<file path="src/rtl/minuart_tx.sv">
// rtl/minuart_tx.sv - minuart serial transmitter: start, 8 data LSB-first, optional even parity, stop bits
// Optional parity bit compiled in with `define MINUART_TX_PARITY_EN.
module minuart_tx #(
  parameter int TICKS_PER_BIT = 16,
  parameter int STOP_BITS     = 1
) (
  input  logic       line_clock,
  input  logic       reset,
  input  logic       enable,
  input  logic [7:0] fifo_data,
  input  logic       fifo_empty,
  output logic       fifo_pop,
  output logic       tx_pin,
  output logic       busy
);

  localparam int TW = $clog2(TICKS_PER_BIT);
  localparam logic [TW-1:0] TICK_LAST = TW'(TICKS_PER_BIT - 1);
  localparam logic STOP_LAST = 1'(STOP_BITS - 1);

`ifdef MINUART_TX_PARITY_EN
  typedef enum logic [2:0] {IDLE, START, DATA, PARITY, STOP} state_t;
`else
  typedef enum logic [1:0] {IDLE, START, DATA, STOP} state_t;
`endif

  state_t          state, state_n;
  logic [TW-1:0]   tick, tick_n;
  logic [2:0]      bit_idx, bit_n;
  logic            stop_idx, stop_n;
  logic [7:0]      shreg, shreg_n;
  logic            load;
  logic            tx_n, pop_n, busy_n;
  logic            tick_last, launch;
`ifdef MINUART_TX_PARITY_EN
  logic            par_bit, par_n;
`endif

  assign tick_last = (tick == TICK_LAST);
  assign launch    = enable && !fifo_empty;

  always_ff @(posedge line_clock or negedge reset) begin
    if (!reset) begin
      state    <= IDLE;
      tick     <= '0;
      bit_idx  <= '0;
      stop_idx <= 1'b0;
      shreg    <= '0;
      tx_pin   <= 1'b1;
      fifo_pop <= 1'b0;
      busy     <= 1'b0;
`ifdef MINUART_TX_PARITY_EN
      par_bit  <= 1'b0;
`endif
    end else begin
      state    <= state_n;
      tick     <= tick_n;
      bit_idx  <= bit_n;
      stop_idx <= stop_n;
      shreg    <= shreg_n;
      tx_pin   <= tx_n;
      fifo_pop <= pop_n;
      busy     <= busy_n;
`ifdef MINUART_TX_PARITY_EN
      par_bit  <= par_n;
`endif
    end
  end

  always_comb begin
    state_n = state;
    tick_n  = tick;
    bit_n   = bit_idx;
    stop_n  = stop_idx;
    shreg_n = shreg;
    load    = 1'b0;
`ifdef MINUART_TX_PARITY_EN
    par_n   = par_bit;
`endif
    if (state != IDLE) tick_n = tick_last ? '0 : tick + 1'b1;
    case (state)
      IDLE:  if (launch) load = 1'b1;
      START: if (tick_last) begin
        state_n = DATA;
        bit_n   = '0;
      end
      DATA: if (tick_last) begin
        shreg_n = {1'b0, shreg[7:1]};
        if (bit_idx == 3'd7) begin
`ifdef MINUART_TX_PARITY_EN
          state_n = PARITY;
`else
          state_n = STOP;
`endif
          stop_n = 1'b0;
        end else begin
          bit_n = bit_idx + 3'd1;
        end
      end
`ifdef MINUART_TX_PARITY_EN
      PARITY: if (tick_last) begin
        state_n = STOP;
        stop_n  = 1'b0;
      end
`endif
      STOP: if (tick_last) begin
        if (stop_idx == STOP_LAST) begin
          // back-to-back frames relaunch on the last stop tick with no idle gap
          if (launch) load = 1'b1;
          else        state_n = IDLE;
        end else begin
          stop_n = stop_idx + 1'b1;
        end
      end
      default: state_n = IDLE;
    endcase
    if (load) begin
      state_n = START;
      tick_n  = '0;
      bit_n   = '0;
      stop_n  = 1'b0;
      shreg_n = fifo_data;
`ifdef MINUART_TX_PARITY_EN
      par_n   = ^fifo_data;
`endif
    end
  end

  // outputs are registered from the next-state view so tx_pin only moves on tick wraps
  always_comb begin
    pop_n  = load;
    busy_n = (state_n != IDLE);
    case (state_n)
      START:  tx_n = 1'b0;
      DATA:   tx_n = shreg_n[0];
`ifdef MINUART_TX_PARITY_EN
      PARITY: tx_n = par_bit;
`endif
      default: tx_n = 1'b1;
    endcase
  end

endmodule

</file>
<file path="config.mk">
export PLATFORM = sky130hd
export DESIGN_NAME = minuart_tx
export DESIGN_NICKNAME = d
export VERILOG_FILES = /design/src/rtl/minuart_tx.sv
export SDC_FILE = /design/constraint.sdc
export NUM_CORES = 1
export LEC_CHECK = 0
export BUFFER_PORTS_ARGS = -buffer_cell sky130_fd_sc_hd__buf_2
export CAP_MARGIN = 30
export CORE_MARGIN = 2
export CORE_UTILIZATION = 23
export DETAILED_ROUTE_END_ITERATION = 12
export PLACE_DENSITY_LB_ADDON = 0.1
export SETUP_SLACK_MARGIN = 0.2
export SKIP_CTS_REPAIR_TIMING = 1
export SYNTH_ARGS = -nofsm -noshare
export SYNTH_HDL_FRONTEND = slang
export SYNTH_SLANG_ARGS = --single-unit
</file>
<file path="constraint.sdc">
create_clock -name line_clock -period 2.1 [get_ports line_clock]
set_input_delay 0.21 -clock line_clock [delete_from_list [all_inputs] [get_ports line_clock]]
set_output_delay 0.21 -clock line_clock [all_outputs]
set_load 0.01 [all_outputs]
</file>
### After elaboration in Yosys (flattened, before gate mapping)

Cells that the tools add are included.

* input port bits: 12
* output and inout port bits: 3
* word-level logic and storage cells: 67
* register bits after elaboration: 21

* $add $sub $neg: 3
* mux-type cells: 30
* equal/unequal tests: 12
* reductions and logical operators: 13

Operators by type and width (count)
* $mux 8: 3
* $ne 3x3->1 const B: 5
* $mux 2: 7
* $mux 3: 4
* $mux 4: 3
* $reduce_bool 2->1: 5
* $mux 1: 8
* $reduce_and 4->1: 2
* $eq 2x2->1 const B: 3
* $pmux 1 s2: 3
* $pmux 2 s3: 1
* $pmux 3 s2: 1
* $reduce_bool 3->1: 2
* $add 4x1->4 const B: 1
* $eq 2x1->1 const B: 2
* $eq 4x4->1 const B: 1
* $add 3x1->3 const B: 1
* $eq 3x3->1 const B: 1
* $logic_not 2->1: 1
* $reduce_and 2->1: 1
* $add 1x1->1 const B: 1
* $logic_and 1x1->1: 1
* $logic_not 1->1: 1

### Logic depth before layout (Yosys ltp)

Gate-level depths: netlist of run 1.

* depth after elaboration: 9
* mapped depth: 10
* gate-level depth less buffers: 7

### Worst setup path after synthesis of run 1

Ideal clock, no wire load.

* path type: register to register
* start: register tick[0]
* end: register shreg[2]
* setup time: 0.119 ns
* data required time: 1.981 ns
* period minus slack after synthesis: 1.644 ns
* path buffers: 3
* cell stages (with the launch flop): 11
* slack: 0.456 ns
* data arrival time: 1.525 ns
* path through: dfrtp_1 -> ha_1 -> and3_1 -> buf_6 -> a21oi_2 -> or3_1 -> buf_6 -> clkinv_8 -> buf_12 -> nand2_1 -> o21ai_2

* longest elaborated chain between the ends: 5
* elaborated cells on any way between the ends: 7
* classes of those cells: eq/ne (1); mux (3); reduce/logical (3)

Ends and longest elaborated chain
* start: declaration: line 28 `logic [TW-1:0] tick, tick_n;`
* start signal: assignment: line 57 `tick <= tick_n;`
* $eq 4x4->1 *: line 39 `assign tick_last = (tick == TICK_LAST);`
* $mux 1 *: line 106 `STOP: if (tick_last) begin`
* $pmux 1 s2 *: line 81 `case (state)`
* via load: line 32 `logic load;`
* $reduce_bool 2->1 (no source line)
* $reduce_and 2->1 (no source line)
* end signal: assignment: line 60 `shreg <= shreg_n;`
* end: declaration: line 31 `logic [7:0] shreg, shreg_n;`

Mark *: on every way through the listed nets, which the timed path passes. The rest lies on a longest branch.
A chain may end at the register's enable or synchronous reset.

### Final worst setup path of run 1

* start: register tick[0]
* end: register shreg[5]

* longest elaborated chain between the ends: 5
* elaborated cells on any way between the ends: 7
* classes of those cells: eq/ne (1); mux (3); reduce/logical (3)

Ends and longest elaborated chain (line)
* $eq 4x4->1 *: 39
* $mux 1: 106
* $pmux 1 s2: 81
* $reduce_bool 2->1 (no source line)
* $reduce_and 2->1 (no source line)

Every way passes the cells marked *; elsewhere a longest branch is shown, timed or not.

==> impl_metrics.csv, run 1 <==
group,metric,value,unit
floorplan,rows,25,
layout,area_delta_synth_final,21.2,%
logic_synthesis,yosys-top-cells-count,"19 x dfrtp_1, 19 x nand2_1, 9 x o21ai_0",
detailed_routing,drtAntennaViolNets,0,
logic_synthesis,synth_edf_count,0,
placement,dp_slack,0.160,ns
critical_path,endpoint_kind,"register",
critical_path,worstPathArrival,1.94,ns
flow_run,maxCapViolations,0,
placement,portBuffers,14,
power_and_ir_drop,finalPower,1.50,mW
floorplan,io_pins,15,
floorplan,die_x,74.2,um
layout,fin_nets,153,
logic_synthesis,synth_fp_nets,133,
placement,gp_congestion,0.755,
logic_synthesis,netlist_instances,113,
detailed_routing,wire_per_inst,12.1,um
logic_synthesis,async_flop_share,1.00,
logic_synthesis,ys_ff_latch,20,
sta,worst_slack,0.304,ns
detailed_routing,vias,852,
critical_path,setup.worst_path.start_class,"register",
critical_path,critPathRequiredTime,2.25,ns
power_and_ir_drop,p_leak,0.649,nW
clocking,clk_latency,0.26,ns
grt,grt_max_degree,21,
layout,antenna_cells,0,
clocking,cts.path.max_buffers,2,
detailed_routing,viasPerCell,4.28,
sta,tns,0,ns
floorplan,die_area,0.00551,mm^2
placement,hpwlAfterDp,1.74,mm
clocking,cts_buffers,3,
logic_synthesis,syn_area,0.00113,mm^2
sta,period_needed,1.80,ns
grt,overflow,0,
detailed_routing,drtIter0Drc,25,
floorplan,core,0.00475,mm^2
floorplan,initial_core_util,0.239,
critical_path,path_max_fanout,19,
critical_path,cp_slowest_cell,"or3_4",
grt,grt_pass1_vias,829,
layout,drive_gt1_frac,0.273,
sta,fin_skew,0.00116,ns
logic_synthesis,synth.avg_cell_area,10.0,um^2
sta,rsz0062_at_grt,"false",
sta,max_slew_margin,0.674,
grt,antenna_found_initial,0,
sta,setup-violations-final,0,
clocking,clkSinkCount,20,
logic_synthesis,ys_seq_area_frac,0.442,
grt,grt_pass1_wl,4.00,mm
critical_path,path_cells,"ha_1 -> and3_1 -> a21oi_2 -> or3_4 -> clkinv_8 -> o21ai_0",
detailed_routing,drt_wl_total,2.41,mm
critical_path,critPathKind,"reg -> reg",
logic_synthesis,yosysWarnings,0,
clocking,cts_root_buffer,"clkbuf_8",
sta,holdWs,0.135,ns
status,status,"finished clean",
critical_path,max_stage_delay,0.42,ns
sta,drv_slew,0,
sta,hold_violations,0,
power_and_ir_drop,p_per_area,1090,mW/mm^2
clocking,htree_levels,1,
sta,period_share,0.855,
clocking,path_clk_slew,0.08,ns
logic_synthesis,synthDistinctLibCells,31,
min_path,worstHoldPathType,"in -> reg",
sta,tightestPinTransition,0.489,ns
logic_synthesis,synth.top_cell.area_share,0.419,
floorplan,fp.dieH,74.2,um
layout,fin_util,0.289,
sta,fmax,557,MHz
detailed_routing,drc,0,
detailed_routing,dr.pass1.iters,4,
logic_synthesis,ys_top_cells_by_area,"dfrtp_1 42%, ha_1 8.8%, nand2_1 6.3%, mux2i_1 6.2%, o21ai_0 4.0%",
logic_synthesis,synth_top_cell_by_area,"dfrtp_1",
grt,track_usage,0.0961,
logic_synthesis,synth_flop_cell,"dfrtp_1",
power_and_ir_drop,ir_worst_vdd,0.000514,V
clocking,cts_tree,"yes",
metrics by stage:
| stage | std cells | area [um^2] |
|---|---|---|
| floorplan | 113 | 1130 |
| global placement | 192 | 1260 |
| detailed placement | 192 | 1260 |
| CTS | 196 | 1330 |
| global route | 199 | 1380 |
| finish | 199 | 1380 |
cell families (layout without fill, tap and decap cells):
group	count (synthesis)	after routing	share of synthesized area
fa+ha+maj	8	8	0.0882
flops	20	20	0.442
buf+inv	7	26	0.0617
xor+xnor	1	1	0.00772
simple gates	42	42	0.162
mux	7	7	0.0617
compound gates	28	28	0.176
report_power, final:
group	total (mW)	internal, mW	switching [mW]
logic	0.484	0.223	0.261
registers	0.621	0.531	0.0902
clock network	0.392	0.254	0.137
total	1.50	1.01	0.489
final timing paths:
kind                       slack (ns)    startpoint  depth (start not counted)  endpoint
hold reg to reg                  0.51      shreg[7]                          2  shreg[7]
setup / recovery                 0.30       tick[0]                          6  shreg[5]
min in group asynchronous        0.44         reset                          2   tick[3]
hold / removal                   0.14  fifo_data[7]                          3  shreg[7]
max in group asynchronous        1.30         reset                          2  state[1]
setup reg to reg                 0.30       tick[0]                          6  shreg[5]
cell usage in the layout (no fill, tap or decap), types with 4 or more instances in the layout:
master and instances:
buf_2 14, buf_4 4, dfrtp_1 18, ha_1 6, mux2i_1 7, nand2_1 19, nand3_1 5, nor2_1 8
o21ai_0 9
critical path: cells and delay by family (launching register included):
family	cells	cell delay, ns
simple gates	2	0.78
flops	1	0.40
fa+ha+maj	1	0.19
compound gates	2	0.18
buf+inv	1	0.12
layout make-up:
type                    instances  area (um^2)
flip-flops and latches         20          503
well taps                      67         83.8
clock inverters                 1         30.0
multi-input cells              86          583
repair buffers                 19          110
fillers                       523         3380
clock buffers                   3         41.3
inverters                       3         23.8
flip-flops by register name (all words and copies together) (netlist names):
register / count
shreg: 8
bit_idx: 3
state: 2
fifo_pop: 1
tx_pin: 1
tick: 4
busy: 1
per-layer routing:
| metal | up-vias | track usage | wire length [um] |
|---|---|---|---|
| li1 | 438 | - | - |
| met1 | 401 | 0.133 | 1250 |
| met2 | 11 | 0.148 | 1060 |
| met3 | 2 | 0.0285 | 66 |
| met4 | 0 | 0.0238 | 23 |
| met5 | - | 0 | 0 |
(Power assumes the default switching activity.)
==> inputs of run 2 (changes only) <==
--- a/config.mk
+++ b/config.mk
@@ -7,6 +7,8 @@
 export LEC_CHECK = 0
 export BUFFER_PORTS_ARGS = -buffer_cell sky130_fd_sc_hd__buf_2
 export CAP_MARGIN = 30
+export CELL_PAD_IN_SITES_DETAIL_PLACEMENT = 1
+export CELL_PAD_IN_SITES_GLOBAL_PLACEMENT = 1
 export CORE_MARGIN = 2
 export CORE_UTILIZATION = 23
 export DETAILED_ROUTE_END_ITERATION = 12
==> run 2 against run 1 <==
Compared with the run above:
- non-clock buffer count fell by 1
- worst setup slack gained 0.058 ns
- wire length grew 1.6%
- clock skew is 0.0069 ns higher
- total power decreased by 6.5%
- hold slack better by 0.012 ns
- clock-buffer cell count up 1
- final area shrank 0.73%
- maximum frequency up 3.3%
- combinational power is 1% higher
- cell count down 0.50%
- sequential share of layout area increased by 0.18 points
==> impl_metrics.csv, run 2 (synthesis results as in run 1) <==
group,metric,value,unit
sta,fin_skew,0.00806,ns
min_path,min_from,"fifo_data[7]",
placement,hpwlAfterDp,1.85,mm
grt,grt_max_degree,21,
layout,drive_gt1_frac,0.275,
layout,antenna_cells,0,
detailed_routing,drc,0,
clocking,cts_tree,"yes",
layout,final_cell_mix,"19 x nand2_1, 19 x dfrtp_1, 14 x buf_2",
layout,regMostFlops,"shreg",
clocking,cts.path.max_buffers,2,
power_and_ir_drop,p_per_area,1030,mW/mm^2
min_path,hold_end,"shreg[7]",
layout,fin_nets,152,
floorplan,fp.dieH,74.2,um
grt,overflow,0,
critical_path,path_delay_family,"compound AO/OA/AOI/OAI gates",
clocking,htree_levels,1,
grt,grt_pass1_wl,4.28,mm
sta,worst_slack,0.361,ns
power_and_ir_drop,finalPower,1.40,mW
detailed_routing,drtIter0Drc,24,
critical_path,path_max_fanout,4,
placement,portBuffers,14,
detailed_routing,vias,855,
floorplan,rows,25,
critical_path,crit_buf_inv,0,
detailed_routing,met3_length,82,um
layout,fin_area,0.00137,mm^2
detailed_routing,dr.pass1.iters,4,
flow_run,maxCapViolations,0,
critical_path,critPathRequiredTime,2.28,ns
sta,hold_violations,0,
critical_path,setup.worst_path.start_class,"register",
critical_path,cp_slowest_cell,"dfrtp_1",
layout,largest_register_ffs,8,
detailed_routing,wl_met1,1.18,mm
critical_path,endpoint_kind,"register",
detailed_routing,route.met2.wl,1.16,mm
detailed_routing,top_layer,"met4",
min_path,hold_path_depth,3,
critical_path,worstPathArrival,1.92,ns
power_and_ir_drop,ir_worst_vdd,0.000282,V
sta,fmax,575,MHz
min_path,worstHoldPathType,"in -> reg",
floorplan,io_pins,15,
sta,setup-violations-final,0,
sta,tns,0,ns
critical_path,path_cells,"ha_1 -> a211o_1 -> a221oi_4 -> o21ai_0 -> a31oi_1",
sta,tightestPinTransition,0.428,ns
placement,postPlaceCellArea,0.00126,mm^2
floorplan,initial_core_util,0.239,
clocking,cts_root_buffer,"clkbuf_8",
layout,area_delta_synth_final,20.3,%
placement,dp_slack,0.164,ns
clocking,clkSinkCount,20,
sta,period_needed,1.74,ns
status,status,"finished clean",
clocking,cts_buffers,3,
clocking,path_clk_slew,0.08,ns
critical_path,max_stage_delay,0.45,ns
floorplan,die_area,0.00551,mm^2
critical_path,reg2reg_slack,0.36,ns
power_and_ir_drop,p_leak,0.639,nW
grt,grt_pass1_vias,893,
detailed_routing,viasPerCell,4.32,
critical_path,ff2ff_path_depth,5,
floorplan,core,0.00475,mm^2
critical_path,reg2reg_from,"state[0]",
grt,antenna_found_initial,0,
detailed_routing,drt_wl_total,2.45,mm
sta,period_share,0.828,
grt,track_usage,0.103,
layout,largestRegisters,"shreg (8), tick (4), bit_idx (3)",
detailed_routing,drtAntennaViolNets,0,
critical_path,critPathKind,"reg -> reg",
sta,drv_slew,0,
critical_path,rr_endpoint,"tx_pin",
layout,fin_util,0.287,
clocking,clk_latency,0.26,ns
sta,rsz0062_at_grt,"false",
sta,max_slew_margin,0.711,
detailed_routing,wire_per_inst,12.3,um
placement,gp_congestion,0.687,
floorplan,die_x,74.2,um
==> run 2: worst register-to-register path, cell delays in order (launching register included) <==
cell and delay, ns:
dfrtp_1 0.45, ha_1 0.30, a211o_1 0.32, a221oi_4 0.30, o21ai_0 0.14, a31oi_1 0.16
==> run 2: how the worst max path moves through the flow <==
stage | start | endpoint | cells after the start
floorplan | tick[0] | shreg[2] | 10
global placement | state[0] | tx_pin | 6
detailed placement | tick[0] | shreg[6] | 6
CTS | tick[1] | shreg[6] | 6
global route | state[1] | tx_pin | 7
finish | state[0] | tx_pin | 5
==> run 2: metal layers <==
layer | up-vias | GRT usage
met1 | 409 | 0.139
met2 | 9 | 0.168
met5 | - | 0
met3 | 2 | 0.0339
met4 | 0 | 0.0119
li1 | 435 | -
==> run 2: cell type report <==
cell class,count,area (um^2)
Multi-Input combinational cell,86,598
Clock buffer,4,55.1
Timing Repair Buffer,18,103
Tap cell,67,83.8
Inverter,3,23.8
Sequential cell,20,502
Fill cell,581,3390
==> run 2: through the flow <==
step / hold WS, ns / cells
3_5_place_dp: 0.195 / 192
5_1_grt: 0.150 / 198
4_1_cts: -0.0935 / 196
2_1_floorplan: -0.0856 / 113
3_3_place_gp: 0.197 / 192
6_report: 0.147 / 198
==> run 2: where the power goes <==
group | leakage [nW] | internal (mW) | total, mW | switching [mW]
Combinational | 0.357 | 0.224 | 0.491 | 0.267
Sequential | 0.253 | 0.531 | 0.620 | 0.0896
Clock | 0.0288 | 0.167 | 0.288 | 0.121
==> inputs of run 3 (changes only) <==
==> constraint.sdc (replaced) <==
create_clock -name line_clock -period 1.8 [get_ports line_clock]
set_input_delay 0.18 -clock line_clock [delete_from_list [all_inputs] [get_ports line_clock]]
set_output_delay 0.18 -clock line_clock [all_outputs]
set_load 0.01 [all_outputs]
==> run 3 against run 2 <==
Compared with the run above:
- wire length is 19% higher
- cell count rose by 8.6%
- register-to-register slack worse by 0.17 ns
- total power up 44%
- clock power increased by 58%
- final area grew 20%
- utilization grew 5.8 points
- sequential power up 22%
- sequential share of layout area down 6.0 points
- die area is the same
- largest cell class unchanged
- highest routed layer unchanged
==> impl_metrics.csv, run 3 (synthesis results as in run 1) <==
group,metric,value,unit
status,status,"finished clean",
power_and_ir_drop,ir_worst_vdd,0.000372,V
min_path,hold_end,"shreg[7]",
clocking,clk_latency,0.26,ns
layout,regMostFlops,"shreg",
clocking,path_clk_slew,0.08,ns
critical_path,worstPathArrival,1.76,ns
layout,area_delta_synth_final,44.7,%
grt,track_usage,0.112,
detailed_routing,viasPerCell,4.47,
layout,largestRegisters,"shreg (8), tick (4), bit_idx (3)",
critical_path,critPathKind,"reg -> reg",
clocking,htree_levels,1,
min_path,min_from,"fifo_data[7]",
sta,setup-violations-final,0,
layout,largest_register_ffs,8,
layout,final_cell_mix,"18 x nand2_1, 17 x dfrtp_1, 16 x buf_4",
floorplan,die_x,74.2,um
power_and_ir_drop,p_leak,0.748,nW
floorplan,io_pins,15,
layout,seq_area,504,um^2
grt,overflow,0,
detailed_routing,drc,0,
detailed_routing,drtIter0Drc,18,
min_path,hold_path_depth,3,
clocking,clkSinkCount,20,
sta,fmax,621,MHz
critical_path,endpoint_kind,"register",
placement,portBuffers,14,
detailed_routing,drt_wl_total,2.91,mm
critical_path,setup.worst_path.start_class,"register",
sta,hold_violations,0,
layout,antenna_cells,0,
power_and_ir_drop,p_per_area,1220,mW/mm^2
sta,period_share,0.895,
sta,fin_skew,0.00151,ns
critical_path,path_max_fanout,5,
floorplan,core,0.00475,mm^2
sta,holdWs,0.109,ns
placement,gp_congestion,0.681,
layout,fin_nets,169,
sta,max_slew_margin,0.678,
grt,antenna_found_initial,0,
placement,hpwlAfterDp,1.99,mm
flow_run,maxCapViolations,0,
min_path,worstHoldPathType,"in -> reg",
detailed_routing,wire_per_inst,13.5,um
grt,grt_pass1_vias,943,
detailed_routing,dr.pass1.iters,4,
sta,period_needed,1.61,ns
floorplan,initial_core_util,0.239,
power_and_ir_drop,finalPower,2.01,mW
layout,fin_util,0.345,
layout,nFillCells,556,
clocking,cts_buffers,3,
floorplan,rows,25,
layout,multi_input_area,696,um^2
layout,final_common_cell,"nand2_1",
detailed_routing,vias,961,
clocking,cts_root_buffer,"clkbuf_8",
critical_path,rr_endpoint,"busy",
placement,dp_slack,0.0246,ns
sta,rsz0062_at_grt,"true",
sta,worst_slack,0.189,ns
detailed_routing,drtAntennaViolNets,0,
clocking,cts.path.max_buffers,2,
critical_path,ff2ff_path_depth,6,
grt,grt_max_degree,21,
clocking,cts_tree,"yes",
critical_path,reg2reg_from,"state[1]",
layout,drive_gt1_frac,0.432,
critical_path,reg2reg_slack,0.19,ns
grt,grt_pass1_wl,4.60,mm
sta,tns,0,ns
sta,drv_slew,0,
sta,tightestPinTransition,0.477,ns
floorplan,die_area,0.00551,mm^2
floorplan,fp.dieH,74.2,um
critical_path,critPathRequiredTime,1.95,ns
==> run 3: cell types whose count changed in the layout (fill, tap and decap cells not counted), sizes merged <==
cell    previous run  this run
buf               17        33
bufinv             0         1
clkbuf             4         3
inv                2         3
==> run 3: area by class of cell <==
type                    instances  share of cell area
multi-input cells              86               0.424
clock inverters                 1              0.0183
well taps                      67              0.0511
repair inverters                1             0.00686
inverters                       3              0.0175
flip-flops and latches         20               0.307
clock buffers                   3              0.0252
repair buffers                 34               0.150
==> run 3: worst max-delay path by stage <==
stage                         from       end  slack [ns]  cells after the start
after floorplan            tick[0]  shreg[2]        0.16                     10
after global placement     tick[0]  shreg[0]        0.03                      7
after detailed placement   tick[0]  shreg[0]        0.02                      7
after CTS                  tick[0]  shreg[0]       0.007                      7
after global routing       tick[1]  shreg[6]        0.11                      8
final                     state[1]      busy        0.19                      6
==> run 3: layer usage <==
layer  vias to the layer above  wire length (um)  track usage
met5                         -                 0            0
met4                         0                27       0.0298
met3                         2                83       0.0325
met2                        11              1470        0.189
met1                       477              1330        0.140
li1                        471                 -            -
==> run 3: worst max-delay path: stages, from the launching register on <==
cell and delay (ns):
dfrtp_2 0.45, inv_4 0.08, ha_4 0.17, a211o_1 0.28, a221oi_2 0.28, buf_4 0.17
nand3_1 0.06
==> run 3: power breakdown <==
part	internal, mW	switching [mW]
logic	0.419	0.382
clock network	0.297	0.157
registers	0.621	0.134
total	1.34	0.674
==> run 3: stage by stage <==
| step | instance area, um^2 | std cells |
|---|---|---|
| detailed placement | 1320 | 200 |
| global placement | 1320 | 200 |
| CTS | 1390 | 204 |
| finish | 1640 | 215 |
| global route | 1640 | 215 |
| floorplan | 1130 | 113 |
